[src/rtl/ex_stage_pipe.sv]
// rtl/ex_stage_pipe.sv - execute stage: forwarding, single-cycle ALU, iterative multiply/divide
module ex_stage_pipe #(
    parameter int XLEN     = 32,
    parameter int ENABLE_M = 1
) (
    input  logic            clk,
    input  logic            rst_n,
    input  logic            in_valid,
    input  logic            flush,
    input  logic [1:0]      alu_op,
    input  logic [2:0]      funct3,
    input  logic [6:0]      funct7,
    input  logic            alu_src,
    input  logic [XLEN-1:0] rs1_data,
    input  logic [XLEN-1:0] rs2_data,
    input  logic [XLEN-1:0] imm,
    input  logic [1:0]      forwardA,
    input  logic [1:0]      forwardB,
    input  logic [XLEN-1:0] ex_mem_alu_result,
    input  logic [XLEN-1:0] write_data,
    input  logic [4:0]      rd_in,
    output logic            ex_stall,
    output logic            out_valid,
    output logic [XLEN-1:0] alu_result,
    output logic [XLEN-1:0] store_data,
    output logic            zero,
    output logic [4:0]      rd_out
);
    localparam int SW = $clog2(XLEN);
    localparam int CW = $clog2(XLEN) + 1;

    typedef enum logic [1:0] {S_IDLE, S_MUL, S_DIV} state_t;
    state_t state, state_next;

    logic [XLEN-1:0] fwd_a, fwd_b, op_b, alu_val, sra_val;
    logic            is_m_enc, is_m_op, a_neg, b_neg;
    logic [XLEN-1:0] abs_a, abs_b;

    // Operands captured when a multi-cycle op is accepted
    logic [XLEN-1:0] ma, mb, m_store;
    logic [1:0]      m_f3;
    logic [4:0]      m_rd;
    logic [XLEN-1:0] div_rem, div_quo, div_dvs;
    logic            neg_q, neg_r, dbz;
    logic [CW-1:0]   cnt;
    logic            div_last;

    always_comb begin
        case (forwardA)
            2'b10:   fwd_a = ex_mem_alu_result;
            2'b01:   fwd_a = write_data;
            default: fwd_a = rs1_data;
        endcase
        case (forwardB)
            2'b10:   fwd_b = ex_mem_alu_result;
            2'b01:   fwd_b = write_data;
            default: fwd_b = rs2_data;
        endcase
        op_b = alu_src ? imm : fwd_b;
    end

    assign is_m_enc = (alu_op == 2'b10) && (funct7 == 7'b0000001);
    assign is_m_op  = (ENABLE_M != 0) && is_m_enc;
    assign sra_val  = $signed(fwd_a) >>> op_b[SW-1:0];

    always_comb begin
        alu_val = '0;
        if (alu_op == 2'b00) begin
            alu_val = fwd_a + op_b;
        end else if (alu_op == 2'b01) begin
            alu_val = fwd_a - op_b;
        end else if (!is_m_enc) begin
            case (funct3)
                3'b000:  alu_val = (alu_op == 2'b10 && funct7[5]) ? fwd_a - op_b : fwd_a + op_b;
                3'b001:  alu_val = fwd_a << op_b[SW-1:0];
                3'b010:  alu_val = {{(XLEN-1){1'b0}}, $signed(fwd_a) < $signed(op_b)};
                3'b011:  alu_val = {{(XLEN-1){1'b0}}, fwd_a < op_b};
                3'b100:  alu_val = fwd_a ^ op_b;
                3'b101:  alu_val = funct7[5] ? sra_val : fwd_a >> op_b[SW-1:0];
                3'b110:  alu_val = fwd_a | op_b;
                default: alu_val = fwd_a & op_b;
            endcase
        end
    end

    // Signed divide works on magnitudes; the unsigned negate of the most-negative value is itself
    assign a_neg = !funct3[0] && fwd_a[XLEN-1];
    assign b_neg = !funct3[0] && op_b[XLEN-1];
    assign abs_a = a_neg ? -fwd_a : fwd_a;
    assign abs_b = b_neg ? -op_b : op_b;

    logic              a_sgn, b_sgn;
    logic [2*XLEN-1:0] ext_a, ext_b, prod;
    logic [XLEN-1:0]   mul_val;

    always_comb begin
        a_sgn   = (m_f3 == 2'b01) || (m_f3 == 2'b10);
        b_sgn   = (m_f3 == 2'b01);
        ext_a   = {{XLEN{a_sgn & ma[XLEN-1]}}, ma};
        ext_b   = {{XLEN{b_sgn & mb[XLEN-1]}}, mb};
        prod    = ext_a * ext_b;
        mul_val = (m_f3 == 2'b00) ? prod[XLEN-1:0] : prod[2*XLEN-1:XLEN];
    end

    logic [XLEN:0]   div_shift, div_diff;
    logic [XLEN-1:0] rem_step, quo_step, div_q, div_r, div_val;

    assign div_shift = {div_rem, div_quo[XLEN-1]};
    assign div_diff  = div_shift - {1'b0, div_dvs};
    assign rem_step  = div_diff[XLEN] ? div_shift[XLEN-1:0] : div_diff[XLEN-1:0];
    assign quo_step  = {div_quo[XLEN-2:0], ~div_diff[XLEN]};
    assign div_last  = (cnt == CW'(XLEN - 1));

    always_comb begin
        div_q = neg_q ? -quo_step : quo_step;
        div_r = neg_r ? -rem_step : rem_step;
        if (dbz) begin
            div_q = '1;
            div_r = ma;
        end
        div_val = m_f3[1] ? div_r : div_q;
    end

    always_comb begin
        state_next = state;
        ex_stall   = 1'b0;
        if (flush) begin
            state_next = S_IDLE;
        end else begin
            case (state)
                S_IDLE: if (in_valid && is_m_op) begin
                    state_next = funct3[2] ? S_DIV : S_MUL;
                    ex_stall   = 1'b1;
                end
                S_MUL: state_next = S_IDLE;
                S_DIV: begin
                    if (div_last) state_next = S_IDLE;
                    else          ex_stall   = 1'b1;
                end
                default: state_next = S_IDLE;
            endcase
        end
        if (!rst_n) ex_stall = 1'b0;
    end

    always_ff @(posedge clk) begin
        if (!rst_n) begin
            state      <= S_IDLE;
            out_valid  <= 1'b0;
            alu_result <= '0;
            store_data <= '0;
            zero       <= 1'b0;
            rd_out     <= '0;
            cnt        <= '0;
            ma         <= '0;
            mb         <= '0;
            m_store    <= '0;
            m_f3       <= '0;
            m_rd       <= '0;
            div_rem    <= '0;
            div_quo    <= '0;
            div_dvs    <= '0;
            neg_q      <= 1'b0;
            neg_r      <= 1'b0;
            dbz        <= 1'b0;
        end else begin
            state     <= state_next;
            out_valid <= 1'b0;
            if (flush) begin
                cnt <= '0;
            end else begin
                case (state)
                    S_IDLE: if (in_valid) begin
                        if (is_m_op) begin
                            ma      <= fwd_a;
                            mb      <= op_b;
                            m_store <= fwd_b;
                            m_f3    <= funct3[1:0];
                            m_rd    <= rd_in;
                            div_rem <= '0;
                            div_quo <= abs_a;
                            div_dvs <= abs_b;
                            neg_q   <= a_neg ^ b_neg;
                            neg_r   <= a_neg;
                            dbz     <= (op_b == '0);
                            cnt     <= '0;
                        end else begin
                            out_valid  <= 1'b1;
                            alu_result <= alu_val;
                            zero       <= (alu_val == '0);
                            rd_out     <= rd_in;
                            store_data <= fwd_b;
                        end
                    end
                    S_MUL: begin
                        out_valid  <= 1'b1;
                        alu_result <= mul_val;
                        zero       <= (mul_val == '0);
                        rd_out     <= m_rd;
                        store_data <= m_store;
                    end
                    S_DIV: begin
                        if (div_last) begin
                            out_valid  <= 1'b1;
                            alu_result <= div_val;
                            zero       <= (div_val == '0);
                            rd_out     <= m_rd;
                            store_data <= m_store;
                            cnt        <= '0;
                        end else begin
                            div_rem <= rem_step;
                            div_quo <= quo_step;
                            cnt     <= cnt + 1'b1;
                        end
                    end
                    default: ;
                endcase
            end
        end
    end
endmodule

[config.mk]
export PLATFORM = sky130hd
export DESIGN_NAME = ex_stage_pipe
export DESIGN_NICKNAME = d
export VERILOG_FILES = /design/src/rtl/ex_stage_pipe.sv
export SDC_FILE = /design/constraint.sdc
export NUM_CORES = 2
export LEC_CHECK = 0
export BUFFER_PORTS_ARGS = -buffer_cell sky130_fd_sc_hd__buf_4
export CAP_MARGIN = 5
export CORE_MARGIN = 5
export CORE_UTILIZATION = 46
export CTS_CLUSTER_DIAMETER = 50
export DETAILED_ROUTE_END_ITERATION = 8
export PLACE_DENSITY_LB_ADDON = 0.12
export SLEW_MARGIN = 20
export SYNTH_ARGS = -nofsm -noshare
export SYNTH_HDL_FRONTEND = slang
export SYNTH_SLANG_ARGS = --single-unit
[constraint.sdc]
create_clock -name clk -period 23.3 [get_ports clk]
set_input_delay 4.66 -clock clk [delete_from_list [all_inputs] [get_ports clk]]
set_output_delay 4.66 -clock clk [all_outputs]
set_load 0.1 [all_outputs]
==> results.sh <==
export IMPL_finalNetCount=10100
export IMPL_dp_slack_ns=11.01
export IMPL_io_pins=258
export IMPL_grt_pass1_vias=64600
export IMPL_fill_cells=14600
export IMPL_cts_made_buffers=44
export IMPL_cts_hold_buf=0
export IMPL_die_w_um=395
export IMPL_ys_async_sr_fraction_pct=0
export IMPL_cts_tree="yes"
export IMPL_end_kind="flip-flop"
export IMPL_slew_violations=0
export IMPL_grt_start_max_net_pins=90
export IMPL_hold_viol_final=0
export IMPL_cts_buffer_depth=3
export IMPL_start_kind="flip-flop"
export IMPL_vias=63600
export IMPL_clk_pin_slew_ns=0.06
export IMPL_skew_ns=0.0243
export IMPL_min_period_ns=12.29
export IMPL_wire_per_inst_um=29.0
export IMPL_areaGrowthSynthToFinish_pct=7.38
export IMPL_grt_ovfl_total=0
export IMPL_synth_net_count=10200
export IMPL_drive_above_1_share_pct=7.42
export IMPL_critPathMaxStageDelay_ns=1.00
export IMPL_syn_area_per_cell_sq_um=7.95
export IMPL_critPathMaxFanout=18
export IMPL_hpwl_um=238000
export IMPL_whs_ns=0.468
export IMPL_grt_pass1_wl_um=442000
export IMPL_syn_inst=8562
export IMPL_htreeDepth=2
export IMPL_drc=0
export IMPL_vias_per_cell=6.11
export IMPL_setup_slack_ns=11.01
export IMPL_coreArea_sq_um=147000
export IMPL_row_count=141
export IMPL_utilization_pct=49.5
export IMPL_peakVddDrop_v=0.0000567
export IMPL_synth_largest_area_cell="fa_1"
export IMPL_die_h_um=395
export IMPL_setup_violations_final=0
export IMPL_wl_um=302000
export IMPL_powerDensity_nw_per_um2=30.3
export IMPL_finalSetupTns_ns=0
export IMPL_fp_dieArea_sq_um=156000
export IMPL_crit_arrival_ns=12.87
export IMPL_required_ns=23.88
export IMPL_cts_root_buf="clkbuf_16"
export IMPL_yosysSeqAreaShare_pct=8.24
export IMPL_crit_type="reg2reg"
export IMPL_slowest_stage="ha_1"
export IMPL_yosys_most_used_dff="dfxtp_1"
export IMPL_final_common_cell="nand2_1"
export IMPL_final_period_utilization_pct=52.8
export IMPL_crit_path_frequent_cell="fa_1"
export IMPL_initial_utilization_pct=46.1
export IMPL_status="complete, no violations"
export IMPL_track_usage_pct=38.2
export IMPL_rrSetupSlack_ns=11.01
export IMPL_insertion_delay_ns=0.63
export IMPL_synth_cell_types=107
export IMPL_finalWeightedCongestion=1.11
export IMPL_ant_nets=0
export IMPL_p_leak_uw=0.0331
export IMPL_final_cell_mix="1,416 x nand2_1, 1,343 x inv_1, 1,128 x fa_1"
export IMPL_maxCapViolCount=0
export IMPL_antenna_found_initial=27
export IMPL_synth_edf_count=0
export IMPL_rsz0062_at_grt="no"
export IMPL_max_slew_margin_pct=9.12
export IMPL_synth_seq_cells=280
export IMPL_netlist_area_sq_um=68100
export IMPL_post_cts_repair_setup_buffers=0
export IMPL_synth_top_area_share_pct=33.2
export IMPL_cts_sinks=280
export IMPL_worstMarginPinSlew_ns=1.36
export IMPL_synth_area_leaders="fa_1 33%, dfxtp_1 8.2%, nand2_1 7.8%"
export IMPL_clock_fmax_ghz=0.0813
export IMPL_yosys_warnings=0
export IMPL_drtPass1Iterations=8
export IMPL_hold_class="reg2reg"
export IMPL_portBuffers=257
export IMPL_drtIter0Drc=6229
export IMPL_post_cts_resized=0
[layout make-up]
cell class | count | area, sq um | area share, %
Sequential cell | 280 | 5610 | 7.68
Antenna cell | 14 | 35.0 | 0.0479
Multi-Input combinational cell | 6317 | 55100 | 75.4
Inverter | 1353 | 5080 | 6.95
Timing Repair Buffer | 428 | 3220 | 4.40
Clock inverter | 29 | 438 | 0.599
Clock buffer | 52 | 1190 | 1.63
Tap cell | 1930 | 2410 | 3.30
[final timing paths]
| check | start | to | cells past startpoint |
|---|---|---|---|
| max | m_f3[1] | zero | 33 |
| min reg2reg | m_store[12] | m_store[12] | 2 |
| max reg2reg | m_f3[1] | zero | 33 |
| min | m_store[12] | m_store[12] | 2 |
[sequential cells by signal (all words and copies together) (netlist names), 2 cells and up]
register / cells
div_quo: 32
m_store: 32
state: 2
mb: 32
div_dvs: 31
rd_out: 5
m_f3: 2
div_rem: 32
ma: 32
cnt: 6
m_rd: 5
alu_result: 32
store_data: 32
[logic make-up after synthesis]
family          after synthesis  synth area share [%]
simple gates               2765                  18.6
flops                       280                  8.24
mux                         187                  2.79
xor+xnor                    260                  3.36
compound gates             1620                  16.3
buf+inv                    1965                  11.0
fa+ha+maj                  1485                  39.7
[cell usage after synthesis (22+ instances only)]
library cell,n
ha_1,357
a221oi_1,36
nor2_1,426
o21a_1,69
and2_1,390
clkbuf_1,510
or4_1,23
mux2i_1,163
o22ai_1,40
o211a_1,64
nor4_1,26
nand3_1,80
xor2_1,70
nand4_1,22
a31oi_1,38
and3_1,43
a211oi_1,59
o21bai_1,26
mux2_2,24
or2_2,25
a21boi_0,78
nand2b_1,40
xnor2_1,189
nor2b_1,53
buf_2,54
dfxtp_1,280
a221o_1,47
o211ai_1,119
buf_1,40
o41ai_1,22
a21o_1,64
or3_1,33
inv_1,1343
a22oi_1,59
nor3_1,117
a21oi_1,285
fa_1,1128
o21ai_0,377
nand2_1,1416
o221ai_1,28
o31ai_1,38
[worst max-delay path, delay by kind of cell, from the launching register on]
family | cells | cell delay (ns)
adders and majority gates | 10 | 5.52
AOI/OAI and AO/OA | 6 | 1.56
and+or+nand+nor | 9 | 2.59
buffers and inverters | 7 | 1.63
DFF | 1 | 0.70
xor gates and xnor gates | 1 | 0.19
[report_power, final]
group          total (uW)  internal, uW  switching [uW]
clock                 750           446             304
sequential            500           488            11.2
combinational         963           277             686
total                2210          1210            1000
[per-stage QoR]
step	instance area (sq um)	power (uW)	std cells
finish	73100	2210	10400
global route	73000	2260	10400
CTS	73000	2190	10400
detailed placement	71400	1430	10300
global placement	71400	1440	10300
floorplan	68100	1060	8562
[layer usage]
| layer | GRT usage (%) | vias up | routed length [um] | part of all wire [%] |
|---|---|---|---|---|
| met1 | 47.1 | 32000 | 114000 | 38 |
| met3 | 7.39 | 870 | 25900 | 8.6 |
| li1 | - | 27200 | - | - |
| met2 | 61.3 | 3482 | 137000 | 45 |
| met5 | 0 | - | 100 | 0.033 |
| met4 | 24.8 | 16 | 24700 | 8.2 |
Power figures use the tool's default switching activity.
